**src/rtl/mem_lsu_if.sv**
```systemverilog
// mem_lsu_if: request, memory-bus and response signals of the load/store unit
interface mem_lsu_if #(
  parameter int DATA_W = 32,
  parameter int ADDR_W = 32
);
  logic              req_valid;
  logic              req_ready;
  logic              req_we;
  logic [1:0]        req_size;
  logic              req_unsigned;
  logic [ADDR_W-1:0] req_addr;
  logic [DATA_W-1:0] req_wdata;
  logic              bus_req;
  logic              bus_we;
  logic [ADDR_W-1:0] bus_addr;
  logic [DATA_W/8-1:0] bus_sel;
  logic [DATA_W-1:0] bus_wdata;
  logic              bus_ack;
  logic [DATA_W-1:0] bus_rdata;
  logic              resp_valid;
  logic [DATA_W-1:0] resp_data;
  logic              resp_err;
  logic [1:0]        resp_code;
  modport master (
    output req_valid, req_we, req_size, req_unsigned, req_addr, req_wdata, bus_ack, bus_rdata,
    input  req_ready, bus_req, bus_we, bus_addr, bus_sel, bus_wdata, resp_valid, resp_data, resp_err, resp_code
  );
  modport slave (
    input  req_valid, req_we, req_size, req_unsigned, req_addr, req_wdata, bus_ack, bus_rdata,
    output req_ready, bus_req, bus_we, bus_addr, bus_sel, bus_wdata, resp_valid, resp_data, resp_err, resp_code
  );
endinterface

```
**src/rtl/mem_lsu.sv**
```systemverilog
// mem_lsu: single-outstanding load/store unit with big-endian byte lanes and misalignment traps.
// Define LSU_TIMEOUT_EN to abort bus accesses that see no bus_ack within TIMEOUT cycles.
module mem_lsu #(
  parameter int DATA_W  = 32,
  parameter int ADDR_W  = 32,
  parameter int TIMEOUT = 255
) (
  input  logic     clk,
  input  logic     rst,
  mem_lsu_if.slave io,
  output logic     stall_o
);
  localparam int NB = DATA_W / 8;
  localparam int OW = $clog2(NB);
  typedef enum logic [1:0] {IDLE, BUS, RESP} state_t;
  state_t st, st_n;
  logic we_q, us_q, err_q, breq_q, mis, tmo;
  logic [1:0] sz_q, code_q;
  logic [OW-1:0] off_q;
  logic [ADDR_W-1:0] baddr_q;
  logic [NB-1:0] le, sel, sel_q;
  logic [DATA_W-1:0] wrep, wdata_q, rdata_q, raw, mask, ext;
  logic [2:0] amask;
  logic [7:0] lmask;
  // Lanes are built little-endian then bit-reversed, since byte offset k maps to lane NB-1-k.
  always_comb begin
    amask = 3'((4'd1 << io.req_size) - 4'd1);
    mis = (io.req_size == 2'd3 && DATA_W == 32) || |(io.req_addr[2:0] & amask);
    lmask = 8'((9'd1 << (4'd1 << io.req_size)) - 9'd1);
    le = NB'(lmask) << io.req_addr[OW-1:0];
    sel = {<<{le}};
    wrep = io.req_wdata & ~({DATA_W{1'b1}} << (8 << io.req_size));
    for (int s = 8; s < DATA_W; s = s * 2)
      wrep = s >= (8 << io.req_size) ? wrep | (wrep << s) : wrep;
    raw = io.bus_rdata >> (DATA_W - 8 * int'(off_q) - (8 << sz_q));
    mask = ~({DATA_W{1'b1}} << (8 << sz_q));
    ext = (!us_q && |(raw & mask & ~(mask >> 1))) ? raw | ~mask : raw & mask;
  end
`ifdef LSU_TIMEOUT_EN
  localparam int CW = $clog2(TIMEOUT + 1);
  logic [CW-1:0] cnt;
  always_ff @(posedge clk or negedge rst)
    if (!rst) cnt <= '0;
    else cnt <= st == BUS ? cnt + CW'(1) : '0;
  assign tmo = st == BUS && !io.bus_ack && cnt == CW'(TIMEOUT - 1);
`else
  assign tmo = 1'b0;
`endif
  always_comb begin
    st_n = st;
    if (st == IDLE) st_n = io.req_valid ? (mis ? RESP : BUS) : IDLE;
    else if (st == BUS) st_n = (io.bus_ack || tmo) ? RESP : BUS;
    else st_n = IDLE;
  end
  always_ff @(posedge clk or negedge rst)
    if (!rst) begin
      st <= IDLE;
      we_q <= 1'b0;
      us_q <= 1'b0;
      sz_q <= 2'd0;
      off_q <= '0;
      err_q <= 1'b0;
      code_q <= 2'd0;
      breq_q <= 1'b0;
      baddr_q <= '0;
      sel_q <= '0;
      wdata_q <= '0;
      rdata_q <= '0;
    end else begin
      st <= st_n;
      if (st == IDLE && io.req_valid) begin
        we_q <= io.req_we;
        us_q <= io.req_unsigned;
        sz_q <= io.req_size;
        off_q <= io.req_addr[OW-1:0];
        err_q <= mis;
        code_q <= mis ? (io.req_we ? 2'd2 : 2'd1) : 2'd0;
        breq_q <= !mis;
        baddr_q <= {io.req_addr[ADDR_W-1:OW], {OW{1'b0}}};
        sel_q <= sel;
        wdata_q <= wrep;
        rdata_q <= '0;
      end
      if (st == BUS && (io.bus_ack || tmo)) begin
        breq_q <= 1'b0;
        if (io.bus_ack) rdata_q <= we_q ? '0 : ext;
        else begin
          err_q <= 1'b1;
          code_q <= 2'd3;
        end
      end
    end
  assign io.req_ready = rst && st == IDLE;
  assign io.bus_req = breq_q;
  assign io.bus_we = breq_q && we_q;
  assign io.bus_addr = breq_q ? baddr_q : '0;
  assign io.bus_sel = breq_q ? sel_q : '0;
  assign io.bus_wdata = breq_q ? wdata_q : '0;
  assign io.resp_valid = st == RESP;
  assign io.resp_data = st == RESP ? rdata_q : '0;
  assign io.resp_err = st == RESP && err_q;
  assign io.resp_code = st == RESP ? code_q : 2'd0;
  assign stall_o = st != IDLE;
endmodule
```
**src/flat_wrapper.sv**
```systemverilog
// flat-port wrapper written by rule: the top's interface ports become plain ports
module mem_lsu_flat 
#(
  parameter int DATA_W  = 32,
  parameter int ADDR_W  = 32,
  parameter int TIMEOUT = 255
)
  (clk, rst, stall_o, io_req_valid, io_req_we, io_req_size, io_req_unsigned, io_req_addr, io_req_wdata, io_bus_ack, io_bus_rdata, io_req_ready, io_bus_req, io_bus_we, io_bus_addr, io_bus_sel, io_bus_wdata, io_resp_valid, io_resp_data, io_resp_err, io_resp_code);
  mem_lsu_if #(.DATA_W(DATA_W), .ADDR_W(ADDR_W)) io_i ();
  input  logic clk;
  input  logic rst;
  output logic stall_o;
  input wire logic [$bits(io_i.req_valid)-1:0] io_req_valid;
  input wire logic [$bits(io_i.req_we)-1:0] io_req_we;
  input wire logic [$bits(io_i.req_size)-1:0] io_req_size;
  input wire logic [$bits(io_i.req_unsigned)-1:0] io_req_unsigned;
  input wire logic [$bits(io_i.req_addr)-1:0] io_req_addr;
  input wire logic [$bits(io_i.req_wdata)-1:0] io_req_wdata;
  input wire logic [$bits(io_i.bus_ack)-1:0] io_bus_ack;
  input wire logic [$bits(io_i.bus_rdata)-1:0] io_bus_rdata;
  output wire logic [$bits(io_i.req_ready)-1:0] io_req_ready;
  output wire logic [$bits(io_i.bus_req)-1:0] io_bus_req;
  output wire logic [$bits(io_i.bus_we)-1:0] io_bus_we;
  output wire logic [$bits(io_i.bus_addr)-1:0] io_bus_addr;
  output wire logic [$bits(io_i.bus_sel)-1:0] io_bus_sel;
  output wire logic [$bits(io_i.bus_wdata)-1:0] io_bus_wdata;
  output wire logic [$bits(io_i.resp_valid)-1:0] io_resp_valid;
  output wire logic [$bits(io_i.resp_data)-1:0] io_resp_data;
  output wire logic [$bits(io_i.resp_err)-1:0] io_resp_err;
  output wire logic [$bits(io_i.resp_code)-1:0] io_resp_code;
  assign io_i.req_valid = io_req_valid;
  assign io_i.req_we = io_req_we;
  assign io_i.req_size = io_req_size;
  assign io_i.req_unsigned = io_req_unsigned;
  assign io_i.req_addr = io_req_addr;
  assign io_i.req_wdata = io_req_wdata;
  assign io_i.bus_ack = io_bus_ack;
  assign io_i.bus_rdata = io_bus_rdata;
  assign io_req_ready = io_i.req_ready;
  assign io_bus_req = io_i.bus_req;
  assign io_bus_we = io_i.bus_we;
  assign io_bus_addr = io_i.bus_addr;
  assign io_bus_sel = io_i.bus_sel;
  assign io_bus_wdata = io_i.bus_wdata;
  assign io_resp_valid = io_i.resp_valid;
  assign io_resp_data = io_i.resp_data;
  assign io_resp_err = io_i.resp_err;
  assign io_resp_code = io_i.resp_code;
  mem_lsu #(.DATA_W(DATA_W), .ADDR_W(ADDR_W), .TIMEOUT(TIMEOUT)) u_core (.clk(clk), .rst(rst), .io(io_i), .stall_o(stall_o));
endmodule
```
**config.mk**
```make
export PLATFORM = sky130hd
export DESIGN_NAME = mem_lsu_flat
export DESIGN_NICKNAME = d
export VERILOG_FILES = /design/src/rtl/mem_lsu_if.sv /design/src/rtl/mem_lsu.sv /design/src/flat_wrapper.sv
export SDC_FILE = /design/constraint.sdc
export NUM_CORES = 1
export LEC_CHECK = 0
export BUFFER_PORTS_ARGS = -buffer_cell sky130_fd_sc_hd__buf_2
export CAP_MARGIN = 30
export CORE_UTILIZATION = 54
export DETAILED_ROUTE_END_ITERATION = 6
export PLACE_DENSITY = 0.86
export SKIP_CTS_REPAIR_TIMING = 1
export SLEW_MARGIN = 0
export SYNTH_ARGS = -nofsm -noshare
export SYNTH_HDL_FRONTEND = slang
export SYNTH_SLANG_ARGS = --single-unit
```
**constraint.sdc**
```tcl
create_clock -name clk -period 8.9 [get_ports clk]
set_input_delay 1.78 -clock clk [delete_from_list [all_inputs] [get_ports clk]]
set_output_delay 1.78 -clock clk [all_outputs]
set_load 0.02 [all_outputs]
```
# After elaboration in Yosys (flattened, before gate mapping)
# Cells that the tools add are included.
# op_classes
add_sub_neg,4
order_cmp,2
n_eq_ne,3
n_shift,8
n_mux,27
n_bitwise,11
n_reduce_logical,14
# op_table
op,count
$mux 32,10
$and 32x32->32,3
$not 32->32,3
$or 32x32->32,3
$shl 32x32->32 const A,2
$shl 4x2->32 const A,2
$ge 5x32->1 const A,1
$ge 6x32->1 const A,1
$not 31->32,1
$reduce_or 32->1,1
$shr 32x32->32,1
$sub 32x32->32,1
$mux 2,11
$sub 6x5->7 const A,1
$logic_and 1x1->1,6
$mux 1,5
$eq 2x2->1 const B,2
$mux 4,1
$reduce_bool 2->1,2
$shl 1x2->4 const A,1
$shl 1x4->4 const A,1
$shl 4x2->4,1
$sub 4x1->4 const B,1
$and 3x3->3,1
other kinds (6),7
# word_totals
ff_bits,110
input_bits,104
output_inout_bits,108
elab_cells,81

# Logic depth before layout (Yosys ltp)
# depth
depth_word,11
ltp_mapped,14
mapped_depth_nobuf,13

# Least setup slack after synthesis
# Ideal clock, no wire load.
# synth_path
path_kind,input port to output port
from,input port rst
to,output port io_req_ready
arrival_time_ns,1.990
t_required_ns,7.120
path_slack_ns,5.130
stages,1
n_path_buf,0
cell_sequence,and2_1
# synth_via
elab_chain_cells,1
# synth_lines
item,line_no,text
start: declaration,flat_wrapper.sv:11,input logic rst;
$logic_and 1x1->1,mem_lsu.sv:93,assign io.req_ready = rst && st == IDLE;
end: declaration,flat_wrapper.sv:21,output wire logic [$bits(io_i.req_ready)-1:0] io_req_ready;
# No other way between the ends.

# Final worst setup path
# Same ends and word-level chain as after synthesis.

==> out/metrics.cfg <==
[floorplan]
die_area_um2 = 11600
ioPinCount = 212
core_um2 = 10800
die_w_um = 108
fp.dieH_um = 108
rows = 38
start_util_pct = 55.5

[power_and_ir_drop]
power_density_nw_per_um2 = 254
switching_share_pct = 41.4
p_int_mw = 1.09
p_leak_nw = 4.02
p_clk_share_pct = 18.4
pwr-share-seq_pct = 36.2
irDropWorstVdd_uv = 131
p_sw_uw = 773
total_power_mw = 1.87
power_frac_comb_pct = 45.4

[critical_path]
slowest_delay_ns = 0.45
r2r_start = u_core.sz_q[1]
crit_path_start_kind = input pin
worstReg2RegEnd = u_core.rdata_q[11]
critPathLaunch = rst
reg2reg_depth = 13
crit_chain = buf_4, and2_1, buf_2
cp-end-kind = output port
cp_max_fo = 44
r2r_slack_ns = 5.16
criticalPathCategory = input pin to output port
timing.critical_path.to = io_req_ready
slowest_stage = buf_4
crit_required_ns = 7.12
arrival_ns = 2.60

[layout]
fillers = 876
regArea_um2 = 2750
final_nets = 971
design_area_um2 = 7350
drive_above_1_share_pct = 30.9
area_delta_synth_final_pct = 22.1
n_antenna_cell = 0
multi_input_comb_area_um2 = 3080

[logic_synthesis]
ys_seq_area_share_pct = 45.7
synth.distinct_cells = 50
syn_inst = 677
synth-warning-count = 0
avgSynthCellArea_um2 = 8.89
syn_area_um2 = 6020
async_flop_share_pct = 100
synth_edf_count = 0
ys_ff_latch = 110
synth_most_common_cell = nand2_1
synth.top_cells.by_count = 194 x nand2_1, 110 x dfrtp_1, 106 x and2_1
yosysTopAreaCell = dfrtp_1
netlist.area_leader.share_pct = 45.7
synth_area_leaders = dfrtp_1 46%, nand2_1 12%, and2_1 11%, mux2i_1 5.5%, o21ai_0 3.2%
synth_ff_type = dfrtp_1

[detailed_routing]
ant_nets = 0
num_vias = 5377
drtPass1Iterations = 4
wl_mm = 15.4
wl_per_cell_um = 15.3
drt_iter0_drc = 316
viasPerCell = 5.34
remaining_drc_errors = 0

[clock_network]
cts_tree = done
clk_latency_ns = 0.36
cts_buffer_depth = 2
htreeDepth = 3
root_buffer = clkbuf_8
cts.sinks = 110
cts.clk_slew.worst_paths_ns = 0.10
cts_buffers = 9

[timing]
setup_viol_count_final = 0
skew_ns = 0.0148
fin_tns_setup_ns = 0
worst_pin_slew_ns = 0.932
maxSlewViolCount = 0
fin_crit_ns = 4.38
slew_headroom_pct = 37.7
fmax_mhz = 228
finalHoldViolCount = 0
rsz0062_at_grt = false
fin_crit_sh_pct = 49.2

[place]
dp_hpwl_mm = 11.1
portBuffers = 209
placed_area_um2 = 7120
gp_congestion = 0.880

[global_route]
antenna_found_initial = 0
gr-total-overflow = 0
grt_pass1_wl_mm = 24.3
grt_max_degree = 100
grt_pass1_vias = 4963
grt_usage_pct = 26.8

[status]
status = finished clean

[job]
cap_violations = 0

[min_path]
hp-class = register to register

-- registers in the layout, indices dropped and copies added (netlist names) --
signal and flops:
u_core.sel_q 4, u_core.we_q 1, u_core.us_q 1, u_core.st 2, u_core.wdata_q 32, u_core.err_q 1
u_core.code_q 2, u_core.off_q 2, u_core.baddr_q 30, u_core.rdata_q 32, u_core.sz_q 2, u_core.io.bus_req 1
-- metrics by stage --
stage	hold slack, ns	cells	worst slack (ns)	util (%)
floorplan	0.438	678	5.13	-
global placement	0.449	990	4.49	65.7
detailed placement	0.455	990	4.48	65.7
CTS	0.480	1006	4.47	67.8
global route	0.501	1006	4.42	67.8
finish	0.478	1006	4.52	67.8
-- layer usage --
metal,GRT usage (%),share of wire (%)
met3,5.39,6.8
met4,8.22,1.4
met5,0,0
met2,44.7,48
met1,35.0,44
-- placed cells by master (no fill, tap or decap), types with 2 or more instances in the layout --
master | synthesis | final
a22o_1 | 8 | 8
nor3_2 | 2 | 2
o31ai_1 | 4 | 4
nor3_1 | 2 | 2
or3_1 | 4 | 4
o211ai_1 | 8 | 8
ha_1 | 6 | 6
o21ai_0 | 39 | 39
o21ai_2 | 3 | 4
dfrtp_1 | 110 | 110
conb_1 | 1 | 2
nand3_1 | 8 | 8
bufinv_16 | 0 | 2
clkbuf_8 | 0 | 10
inv_1 | 6 | 6
a21oi_1 | 15 | 15
a211oi_1 | 2 | 2
nor2b_1 | 3 | 3
and2_1 | 106 | 105
mux2i_1 | 33 | 33
mux2_2 | 15 | 15
nand2b_1 | 6 | 6
nand3b_1 | 2 | 2
nor2_1 | 15 | 15
nor2_4 | 2 | 2
o22ai_1 | 2 | 2
a22oi_1 | 15 | 15
o22ai_2 | 2 | 2
nand2_2 | 1 | 2
buf_4 | 3 | 7
nand2_1 | 194 | 193
buf_2 | 4 | 208
o21a_1 | 2 | 2
-- power groups by stage --
| stage | clock network (mW) | logic (mW) | registers, mW |
|---|---|---|---|
| after floorplan | 0 | 0.627 | 0.666 |
| after global placement | 0 | 0.823 | 0.679 |
| after detailed placement | 0 | 0.843 | 0.682 |
| after CTS | 0.348 | 0.845 | 0.674 |
| after global routing | 0.368 | 0.925 | 0.689 |
| final | 0.344 | 0.847 | 0.675 |
-- logic make-up (layout without fill, tap and decap cells) --
logic type / count (synthesis) / count (layout) / share of synthesized area (%)
XOR/XNOR: 1 / 1 / 0.146
flip-flops: 110 / 110 / 45.7
buffers and inverters: 49 / 237 / 3.33
other: 1 / 2 / 0.0623
AO/OA/AOI/OAI: 108 / 108 / 12.2
adder cells (fa/ha/maj): 6 / 6 / 1.25
multiplexers: 48 / 48 / 8.30
AND/OR/NAND/NOR: 354 / 354 / 29.0
-- worst max-delay path, delay by kind of cell --
| kind | cells | cell delay (ns) |
|---|---|---|
| buffers and inverters | 2 | 0.61 |
| AND/OR/NAND/NOR | 1 | 0.21 |
-- cell type report --
class / count / share of cell area (%)
timing repair buffer: 215 / 14.9
sequential: 110 / 37.4
clock buffer: 10 / 1.87
multi-input combinational: 519 / 41.9
clock inverter: 6 / 1.26
inverter: 6 / 0.306
tap: 140 / 2.38
-- worst min path at each step --
stage	cells past startpoint	start	endpoint
detailed placement	2	u_core.baddr_q[30]	u_core.baddr_q[30]
floorplan	2	u_core.baddr_q[10]	u_core.baddr_q[10]
finish	2	u_core.baddr_q[30]	u_core.baddr_q[30]
global placement	2	u_core.baddr_q[16]	u_core.baddr_q[16]
CTS	2	u_core.wdata_q[0]	u_core.wdata_q[0]
global route	2	u_core.baddr_q[16]	u_core.baddr_q[16]
No activity file was read; power rests on OpenSTA's default activity.
